===== config.mk =====
export PLATFORM = sky130hd
export DESIGN_NAME = madd_sched_flat
export DESIGN_NICKNAME = d
export VERILOG_FILES = /design/src/rtl/madd_sched_if.sv /design/src/rtl/madd_sched.sv /design/src/flat_wrapper.sv
export SDC_FILE = /design/constraint.sdc
export NUM_CORES = 1
export LEC_CHECK = 0
export CAP_MARGIN = 0
export CORE_AREA = 10 10 148 150
export CTS_BUF_LIST = sky130_fd_sc_hd__clkbuf_8
export DETAILED_ROUTE_END_ITERATION = 8
export DIE_AREA = 0 0 158 160
export MAX_ROUTING_LAYER = met4
export PLACE_DENSITY_LB_ADDON = 0.08
export SYNTH_ARGS = -nofsm -noshare
export SYNTH_HDL_FRONTEND = slang
export SYNTH_SLANG_ARGS = --single-unit

===== constraint.sdc =====
create_clock -name CLK -period 5.7 [get_ports CLK]
set_clock_uncertainty 0.1 [all_clocks]
set_input_delay 1.71 -clock CLK [delete_from_list [all_inputs] [get_ports CLK]]
set_output_delay 1.71 -clock CLK [all_outputs]
set_load 0.01 [all_outputs]

===== src/rtl/madd_sched_if.sv =====
// Requester, response, MADD operand/result and flush signals of madd_sched.
// master = surrounding environment (requesters + MADD unit), slave = the scheduler.
interface madd_sched_if;
  logic        REQ0_VALID;
  logic        REQ0_READY;
  logic [31:0] REQ0_A;
  logic [31:0] REQ0_B;
  logic [31:0] REQ0_C;
  logic        REQ1_VALID;
  logic        REQ1_READY;
  logic [31:0] REQ1_A;
  logic [31:0] REQ1_B;
  logic [31:0] REQ1_C;
  logic        RSP0_VALID;
  logic [31:0] RSP0_Z;
  logic        RSP1_VALID;
  logic [31:0] RSP1_Z;
  logic [31:0] MADD_A;
  logic [31:0] MADD_B;
  logic [31:0] MADD_C;
  logic [31:0] MADD_Z;
  logic        FLUSH;
  logic        FLUSH_DONE;
  logic        BUSY;

  // A triple transfers on a cycle where VALID and READY are both high; READY
  // never waits on anything later in the cycle, and responses have no backpressure.
  modport master (
    output REQ0_VALID, REQ0_A, REQ0_B, REQ0_C,
    output REQ1_VALID, REQ1_A, REQ1_B, REQ1_C,
    input  REQ0_READY, REQ1_READY,
    input  RSP0_VALID, RSP0_Z, RSP1_VALID, RSP1_Z,
    input  MADD_A, MADD_B, MADD_C,
    output MADD_Z,
    output FLUSH,
    input  FLUSH_DONE, BUSY
  );

  modport slave (
    input  REQ0_VALID, REQ0_A, REQ0_B, REQ0_C,
    input  REQ1_VALID, REQ1_A, REQ1_B, REQ1_C,
    output REQ0_READY, REQ1_READY,
    output RSP0_VALID, RSP0_Z, RSP1_VALID, RSP1_Z,
    output MADD_A, MADD_B, MADD_C,
    input  MADD_Z,
    input  FLUSH,
    output FLUSH_DONE, BUSY
  );
endinterface


===== src/rtl/madd_sched.sv =====
// Round-robin sharing of one pipelined MADD (Z = A*B + C) between two requesters.
// Define MADD_SCHED_STATS_EN to add per-requester issue counters ISSUE_CNT0/ISSUE_CNT1.
module madd_sched #(
  parameter int LAT       = 1,
  parameter int MAX_OUTST = 2,
  parameter int CNT_W     = 16
) (
  input  logic             CLK,
  input  logic             RST,
  madd_sched_if.slave      bus,
`ifdef MADD_SCHED_STATS_EN
  output logic [CNT_W-1:0] ISSUE_CNT0,
  output logic [CNT_W-1:0] ISSUE_CNT1,
`endif
  output logic             fsm_state
);

  if (LAT < 1) begin : g_bad_lat
    $error("madd_sched: LAT must be >= 1");
  end
  if (MAX_OUTST < 1 || MAX_OUTST > LAT + 1) begin : g_bad_outst
    $error("madd_sched: MAX_OUTST must be in 1..LAT+1");
  end
  if (CNT_W < 1) begin : g_bad_cnt_w
    $error("madd_sched: CNT_W must be >= 1");
  end

  localparam int OW = $clog2(MAX_OUTST + 1);

  typedef enum logic {
    S_RUN   = 1'b0,
    S_DRAIN = 1'b1
  } state_t;

  state_t          state;
  logic            ptr;
  logic [OW-1:0]   outst;
  logic [OW-1:0]   outst_next;
  logic [LAT-1:0]  tag_v;
  logic [LAT-1:0]  tag_id;

  logic            grantable;
  logic            gnt0;
  logic            gnt1;
  logic            accept;
  logic            rsp_fire;
  logic            rsp_id;
  logic [31:0]     acc_a;
  logic [31:0]     acc_b;
  logic [31:0]     acc_c;

  // FLUSH blocks the grant in its own cycle, so nothing new enters once a drain starts.
  always_comb begin
    grantable  = (state == S_RUN) && !bus.FLUSH && (outst < OW'(MAX_OUTST));
    gnt0       = grantable && bus.REQ0_VALID && (!bus.REQ1_VALID || !ptr);
    gnt1       = grantable && bus.REQ1_VALID && (!bus.REQ0_VALID || ptr);
    accept     = gnt0 || gnt1;
    acc_a      = gnt1 ? bus.REQ1_A : bus.REQ0_A;
    acc_b      = gnt1 ? bus.REQ1_B : bus.REQ0_B;
    acc_c      = gnt1 ? bus.REQ1_C : bus.REQ0_C;
    rsp_fire   = tag_v[LAT-1];
    rsp_id     = tag_id[LAT-1];
    outst_next = outst;
    if (accept && !rsp_fire) begin
      outst_next = outst + 1'b1;
    end else if (!accept && rsp_fire) begin
      outst_next = outst - 1'b1;
    end
  end

  assign bus.REQ0_READY = gnt0;
  assign bus.REQ1_READY = gnt1;
  assign fsm_state      = (state == S_DRAIN);

  // The RSP register is the last stage of the LAT+1 deep tag pipeline.
  always_ff @(posedge CLK) begin
    if (RST) begin
      state          <= S_RUN;
      ptr            <= 1'b0;
      outst          <= '0;
      tag_v          <= '0;
      tag_id         <= '0;
      bus.MADD_A     <= '0;
      bus.MADD_B     <= '0;
      bus.MADD_C     <= '0;
      bus.RSP0_VALID <= 1'b0;
      bus.RSP1_VALID <= 1'b0;
      bus.RSP0_Z     <= '0;
      bus.RSP1_Z     <= '0;
      bus.FLUSH_DONE <= 1'b0;
      bus.BUSY       <= 1'b0;
    end else begin
      outst    <= outst_next;
      bus.BUSY <= (outst_next != '0);
      if (accept) begin
        ptr        <= gnt0;
        bus.MADD_A <= acc_a;
        bus.MADD_B <= acc_b;
        bus.MADD_C <= acc_c;
      end
      tag_v[0]  <= accept;
      tag_id[0] <= gnt1;
      for (int i = 1; i < LAT; i++) begin
        tag_v[i]  <= tag_v[i-1];
        tag_id[i] <= tag_id[i-1];
      end
      bus.RSP0_VALID <= rsp_fire && !rsp_id;
      bus.RSP1_VALID <= rsp_fire && rsp_id;
      if (rsp_fire && !rsp_id) bus.RSP0_Z <= bus.MADD_Z;
      if (rsp_fire && rsp_id)  bus.RSP1_Z <= bus.MADD_Z;
      // FLUSH_DONE marks the one DRAIN cycle that sees an empty pipeline.
      case (state)
        S_RUN: begin
          bus.FLUSH_DONE <= 1'b0;
          if (bus.FLUSH) begin
            state          <= S_DRAIN;
            bus.FLUSH_DONE <= (outst_next == '0);
          end
        end
        S_DRAIN: begin
          if (outst == '0) begin
            state          <= S_RUN;
            bus.FLUSH_DONE <= 1'b0;
          end else begin
            bus.FLUSH_DONE <= (outst_next == '0);
          end
        end
        default: begin
          state          <= S_RUN;
          bus.FLUSH_DONE <= 1'b0;
        end
      endcase
    end
  end

`ifdef MADD_SCHED_STATS_EN
  always_ff @(posedge CLK) begin
    if (RST) begin
      ISSUE_CNT0 <= '0;
      ISSUE_CNT1 <= '0;
    end else begin
      if (gnt0) ISSUE_CNT0 <= ISSUE_CNT0 + 1'b1;
      if (gnt1) ISSUE_CNT1 <= ISSUE_CNT1 + 1'b1;
    end
  end
`endif

endmodule


===== src/flat_wrapper.sv =====
// flat-port wrapper written by rule: the top's interface ports become plain ports
module madd_sched_flat 
#(
  parameter int LAT       = 1,
  parameter int MAX_OUTST = 2,
  parameter int CNT_W     = 16
)
  (CLK, RST, fsm_state, bus_REQ0_VALID, bus_REQ0_A, bus_REQ0_B, bus_REQ0_C, bus_REQ1_VALID, bus_REQ1_A, bus_REQ1_B, bus_REQ1_C, bus_REQ0_READY, bus_REQ1_READY, bus_RSP0_VALID, bus_RSP0_Z, bus_RSP1_VALID, bus_RSP1_Z, bus_MADD_A, bus_MADD_B, bus_MADD_C, bus_MADD_Z, bus_FLUSH, bus_FLUSH_DONE, bus_BUSY);
  madd_sched_if bus_i ();
  input  logic CLK;
  input  logic RST;
  output logic fsm_state;
  input wire logic [$bits(bus_i.REQ0_VALID)-1:0] bus_REQ0_VALID;
  input wire logic [$bits(bus_i.REQ0_A)-1:0] bus_REQ0_A;
  input wire logic [$bits(bus_i.REQ0_B)-1:0] bus_REQ0_B;
  input wire logic [$bits(bus_i.REQ0_C)-1:0] bus_REQ0_C;
  input wire logic [$bits(bus_i.REQ1_VALID)-1:0] bus_REQ1_VALID;
  input wire logic [$bits(bus_i.REQ1_A)-1:0] bus_REQ1_A;
  input wire logic [$bits(bus_i.REQ1_B)-1:0] bus_REQ1_B;
  input wire logic [$bits(bus_i.REQ1_C)-1:0] bus_REQ1_C;
  output wire logic [$bits(bus_i.REQ0_READY)-1:0] bus_REQ0_READY;
  output wire logic [$bits(bus_i.REQ1_READY)-1:0] bus_REQ1_READY;
  output wire logic [$bits(bus_i.RSP0_VALID)-1:0] bus_RSP0_VALID;
  output wire logic [$bits(bus_i.RSP0_Z)-1:0] bus_RSP0_Z;
  output wire logic [$bits(bus_i.RSP1_VALID)-1:0] bus_RSP1_VALID;
  output wire logic [$bits(bus_i.RSP1_Z)-1:0] bus_RSP1_Z;
  output wire logic [$bits(bus_i.MADD_A)-1:0] bus_MADD_A;
  output wire logic [$bits(bus_i.MADD_B)-1:0] bus_MADD_B;
  output wire logic [$bits(bus_i.MADD_C)-1:0] bus_MADD_C;
  input wire logic [$bits(bus_i.MADD_Z)-1:0] bus_MADD_Z;
  input wire logic [$bits(bus_i.FLUSH)-1:0] bus_FLUSH;
  output wire logic [$bits(bus_i.FLUSH_DONE)-1:0] bus_FLUSH_DONE;
  output wire logic [$bits(bus_i.BUSY)-1:0] bus_BUSY;
  assign bus_i.REQ0_VALID = bus_REQ0_VALID;
  assign bus_i.REQ0_A = bus_REQ0_A;
  assign bus_i.REQ0_B = bus_REQ0_B;
  assign bus_i.REQ0_C = bus_REQ0_C;
  assign bus_i.REQ1_VALID = bus_REQ1_VALID;
  assign bus_i.REQ1_A = bus_REQ1_A;
  assign bus_i.REQ1_B = bus_REQ1_B;
  assign bus_i.REQ1_C = bus_REQ1_C;
  assign bus_REQ0_READY = bus_i.REQ0_READY;
  assign bus_REQ1_READY = bus_i.REQ1_READY;
  assign bus_RSP0_VALID = bus_i.RSP0_VALID;
  assign bus_RSP0_Z = bus_i.RSP0_Z;
  assign bus_RSP1_VALID = bus_i.RSP1_VALID;
  assign bus_RSP1_Z = bus_i.RSP1_Z;
  assign bus_MADD_A = bus_i.MADD_A;
  assign bus_MADD_B = bus_i.MADD_B;
  assign bus_MADD_C = bus_i.MADD_C;
  assign bus_i.MADD_Z = bus_MADD_Z;
  assign bus_i.FLUSH = bus_FLUSH;
  assign bus_FLUSH_DONE = bus_i.FLUSH_DONE;
  assign bus_BUSY = bus_i.BUSY;
  madd_sched #(.LAT(LAT), .MAX_OUTST(MAX_OUTST), .CNT_W(CNT_W)) u_core (.CLK(CLK), .RST(RST), .bus(bus_i), .fsm_state(fsm_state));
endmodule

* After elaboration in Yosys (flattened, before gate mapping)
Cells that the tools add are included.
W data, S select, Z words.
** Operators by class
- $add $sub $neg :: 2
- $lt $le $gt $ge :: 1
- Mux-type cells :: 11
- Bitwise logic cells :: 1
- Reductions and logical operators :: 23
** Operators with widths (count)
- $mux W32 :: 3
- $logic_and A1 B1 Y1 :: 10
- $logic_not A1 Y1 :: 7
- $logic_not A2 Y1 :: 2
- $mux W1 :: 4
- $mux W2 :: 2
- $pmux W1 S2 :: 2
- $logic_or A1 B1 Y1 :: 3
- $add A2 B1 Y2 const B :: 1
- $lt A2 B2 Y1 const B :: 1
- $reduce_bool A2 Y1 :: 1
- $sub A2 B1 Y2 const B :: 1
- $not A1 Y1 :: 1
** Storage, ports and cells
- Register bits after elaboration :: 170
- Input port bits :: 229
- Output and inout bits :: 167
- Word-level logic and storage cells :: 52

* Depth between registers and ports, before layout
- Depth in word-level cells :: 13
- Depth in mapped cells :: 6
- Depth with buffers taken out :: 5

* Least setup slack after synthesis
No wires, ideal clock.
- Path type :: input port to output port
- Start point :: input port bus_FLUSH
- End point :: output port bus_REQ1_READY
- Arrival :: 2.710 ns
- Data required time :: 3.890 ns
- Setup slack :: 1.180 ns
- Stages on the path :: 4
- Path buffers :: 2
- Cells stage by stage :: or3_1 buf_2 buf_1 nor3_1
** Between the ends
- Word-level cells in the longest chain between the ends :: 5
** Ends and longest elaborated chain
- start, declared :: RTL line flat_wrapper.sv:31 : input wire logic [$bits(bus_i.FLUSH)-1:0] bus_FLUSH;
- $logic_not A1 Y1 :: RTL line madd_sched.sv:54 : grantable = (state == S_RUN) && !bus.FLUSH && (outst < OW'(MAX_OUTST));
- $logic_and A1 B1 Y1 (2 in a row) :: RTL line madd_sched.sv:54
- $logic_and A1 B1 Y1 (2 in a row) :: RTL line madd_sched.sv:56 : gnt1 = grantable && bus.REQ1_VALID && (!bus.REQ0_VALID || ptr);
- end, declared :: RTL line flat_wrapper.sv:22 : output wire logic [$bits(bus_i.REQ1_READY)-1:0] bus_REQ1_READY;
No other way between the ends.

* Worst setup path after layout
Same ends and word-level chain as after synthesis.

==> impl_results.md <==
* Status: finished, final reports clean
* Worst hold stages at 2
* Clock Tree Buf Depth at 2
* # DRC at 0
* HPWL after DPL at 22.1 mm
* Slew Limit Fails at 0
* First-pass GRT wire length at 49.4 mm
* Final cell utilization of the core at 62.9%
* Async SR Flop Fraction at 0%
* CP max stage delay at 0.63 ns
* Cell area after synthesis at 7670 um2
* Pre-CTS WS at 0.546 ns
* GPL Wtd Cong at 0.798
* Mean post-synth cell area at 8.33 um2
* Worst hold start: u_core.bus.RSP1_Z[0]
* Clock Root Buffer: clkbuf_8
* Post-synthesis sequential area ratio at 44.4%
* Worst path top cell family by delay: buffers and inverters
* Worst Slack Setup Final at 0.534 ns
* Effective utilization at floorplan at 40.2%
* Clk_lat worst skew at 0.45 ns
* Cell Pwr Density at 259 nW/um2
* Cell mode on critical path: clkdlybuf4s50_1
* Nets at 1452
* Number of buffers created by CTS at 17
* XOR/XNOR Fraction of Synth Area at 0.114%
* Crit Path Category: in2out
* CTS tree: yes
* Synth Instances at 921
* Hold Path End: u_core.bus.RSP1_Z[0]
* P_leak at 0.00384 uW
* Reg-to-Reg End: u_core.bus.FLUSH_DONE
* Area Growth Syn to Fin at 56.4%
* Final setup fails at 0
* Drt first-iter violations at 735
* Final setup TNS at 0 ns
* Core Footprint at 19100 um2
* Ys flop type: dfxtp_1
* Worst-margin pin slew at 1.17 ns
* Minimum clock period at 5.17 ns
* Hold slack at 0.357 ns
* Initial antenna violation count at 5
* First-pass detailed-route iteration total at 7
* WL/cell at 22.8 um
* Largest net degree at the start of global routing at 113
* Worst path bufs/invs at 2
* Top cells by area, synth: dfxtp_1 44%, a311oi_1 11%, a21oi_1 11%, o31ai_1 9.4%, nand4_1 7.8%
* Synth Area in Simple Gates at 16.2%
* CP Capture Type: output pin
* Reg2reg path depth at 5
* Worst Hold Class: reg2reg
* Worst reg-to-reg setup slack at 2.45 ns
* Worst-path clk slew at 0.09 ns
* Die width at 158 um
* Worst setup SP type: input pin
* I/O pin cnt at 396
* Synth area leader: dfxtp_1
* Largest family of logic cells by synthesized area: compound AO/OA/AOI/OAI gates
* Top cell types by occurrence after synthesis: 170 x dfxtp_1, 164 x a21oi_1, 130 x nand2_1
* Grt ovf at 0
* Slowest cell on crit path: clkdlybuf4s50_1
* Tot GR Track Use at 25.4%
* Via density at 5.90
* Vias at 8715
* Antenna viol nets, final at 0
* Yosys reg bits at 170
* Fin cells at 1478
* Storage cell area at 3400 um2
* Post CTS Setup Buffer Count at 0
* Final Hold Fails at 0
* Synth unique cells at 31
* Synth top area share at 44.4%
* Slew HR at 22.2%
* Crit-path cells: clkdlybuf4s50_1, or3_4, nor3_1, clkdlybuf4s50_1
* Required time worst endpoint at 3.89 ns
* Share of cells above drive strength 1 at 4.94%
* DIE AREA at 25300 um2
* Final Cycle Share at 90.6%
* Max Fclk at 194 MHz
* Total Wirelength at 33.7 mm
* Post-synth EDFFs at 0
* Htree depth at 4
* Syn Nets at 1151
* Count leader, synth: dfxtp_1
* Synth Area in Adders at 0.163%
* Post-cts resize count at 0
* CTS Hold Bufs at 0
* Die height at 160 um
* PortBufs at 395
* Area occupied by multi-input gates at 3730 um2
* Max-Cap Viols at 0
* CP startpoint: bus_FLUSH
* Fraction of synthesized area in multiplexers at 0%
* Compound-gate portion of the synthesized area at 31.7%
* Filler cell count at 1781
* Total placed cells including tap cells at 1441
* RSZ-0062 raised after global routing: false
* Vias in the first global route at 8309
* Critical path arrival at 3.36 ns
* Reg2reg start: u_core.outst[1]
* Row Count at 51
* Worst vdd ir at 151 uV
* Warnings, synthesis at 0
* CP Max Fanout at 3
* CTS Sinks at 170
where the power goes:
group	internal [uW]	leakage [uW]	switching [uW]	total [uW]
Sequential	1280	0.00139	52.3	1330
Combinational	411	0.00224	436	847
Clock	444	0.000217	488	932
placed cells by master (no fill, tap or decap), types with 3 or more instances in the layout:
cell               n
clkdlybuf4s50_1  393
nand2_1          130
dfxtp_1          170
a311oi_1          98
nand2b_1           4
buf_4             19
o31ai_1           96
nor2_1             4
inv_1              3
clkinv_4           5
nand4_1           96
clkbuf_8          17
diode_2            5
a21oi_1          164
bufinv_16          3
kinds of logic after synthesis:
| kind of cell | Yosys count |
|---|---|
| compound gates | 362 |
| simple gates | 252 |
| flops | 170 |
| buf+inv | 135 |
| xor+xnor | 1 |
| fa+ha+maj | 1 |
worst reg2reg max path, stage by stage, from the launching register on:
cell and delay [ns]:
dfxtp_1 0.38, nor3_2 0.25, buf_4 0.76, buf_4 1.03, a22oi_1 0.33, o31a_1 0.30
cell type report:
class / instances / area share, %
Sequential cell: 170 / 28.4
Clock inverter: 15 / 1.63
Inverter: 3 / 0.0938
Tap cell: 238 / 2.48
Multi-Input combinational cell: 616 / 31.1
Timing Repair Buffer: 414 / 34.3
Clock buffer: 17 / 1.95
Antenna cell: 5 / 0.104
metal layers:
metal	track usage [%]	part of all wire, %	vias up
met2	39.6	49	384
met5	-	0	-
li1	-	-	4146
met1	28.8	39	4133
met4	11.2	2.9	0
met3	8.76	9.2	52
worst max-delay path by stage:
| stage | cells after the start | endpoint | slack (ns) |
|---|---|---|---|
| final | 4 | bus_REQ1_READY | 0.53 |
| after CTS | 4 | bus_REQ1_READY | 0.53 |
| after global placement | 4 | bus_REQ1_READY | 0.50 |
| after floorplan | 4 | bus_REQ1_READY | 1.18 |
| after detailed placement | 4 | bus_REQ1_READY | 0.55 |
| after global routing | 4 | bus_REQ1_READY | 0.47 |
flip-flops by register name, indices dropped and copies added, names as in the netlist:
name	count
u_core.bus.MADD_A	32
u_core.bus.MADD_B	32
u_core.bus.MADD_C	32
u_core.bus.RSP0_Z	32
u_core.bus.RSP1_Z	32
u_core.outst	2
u_core.bus.BUSY	1
u_core.bus.FLUSH_DONE	1
u_core.bus.RSP0_VALID	1
u_core.bus.RSP1_VALID	1
u_core.fsm_state	1
u_core.ptr	1
u_core.rsp_fire	1
u_core.rsp_id	1
stage by stage:
stage	total power [uW]	instance area (um2)
2_1_floorplan	1750	7670
3_3_place_gp	2200	11600
3_5_place_dp	2200	11600
4_1_cts	3130	12000
5_1_grt	3240	12000
6_report	3110	12000
Note: power is estimated with default switching activity, not from simulation.
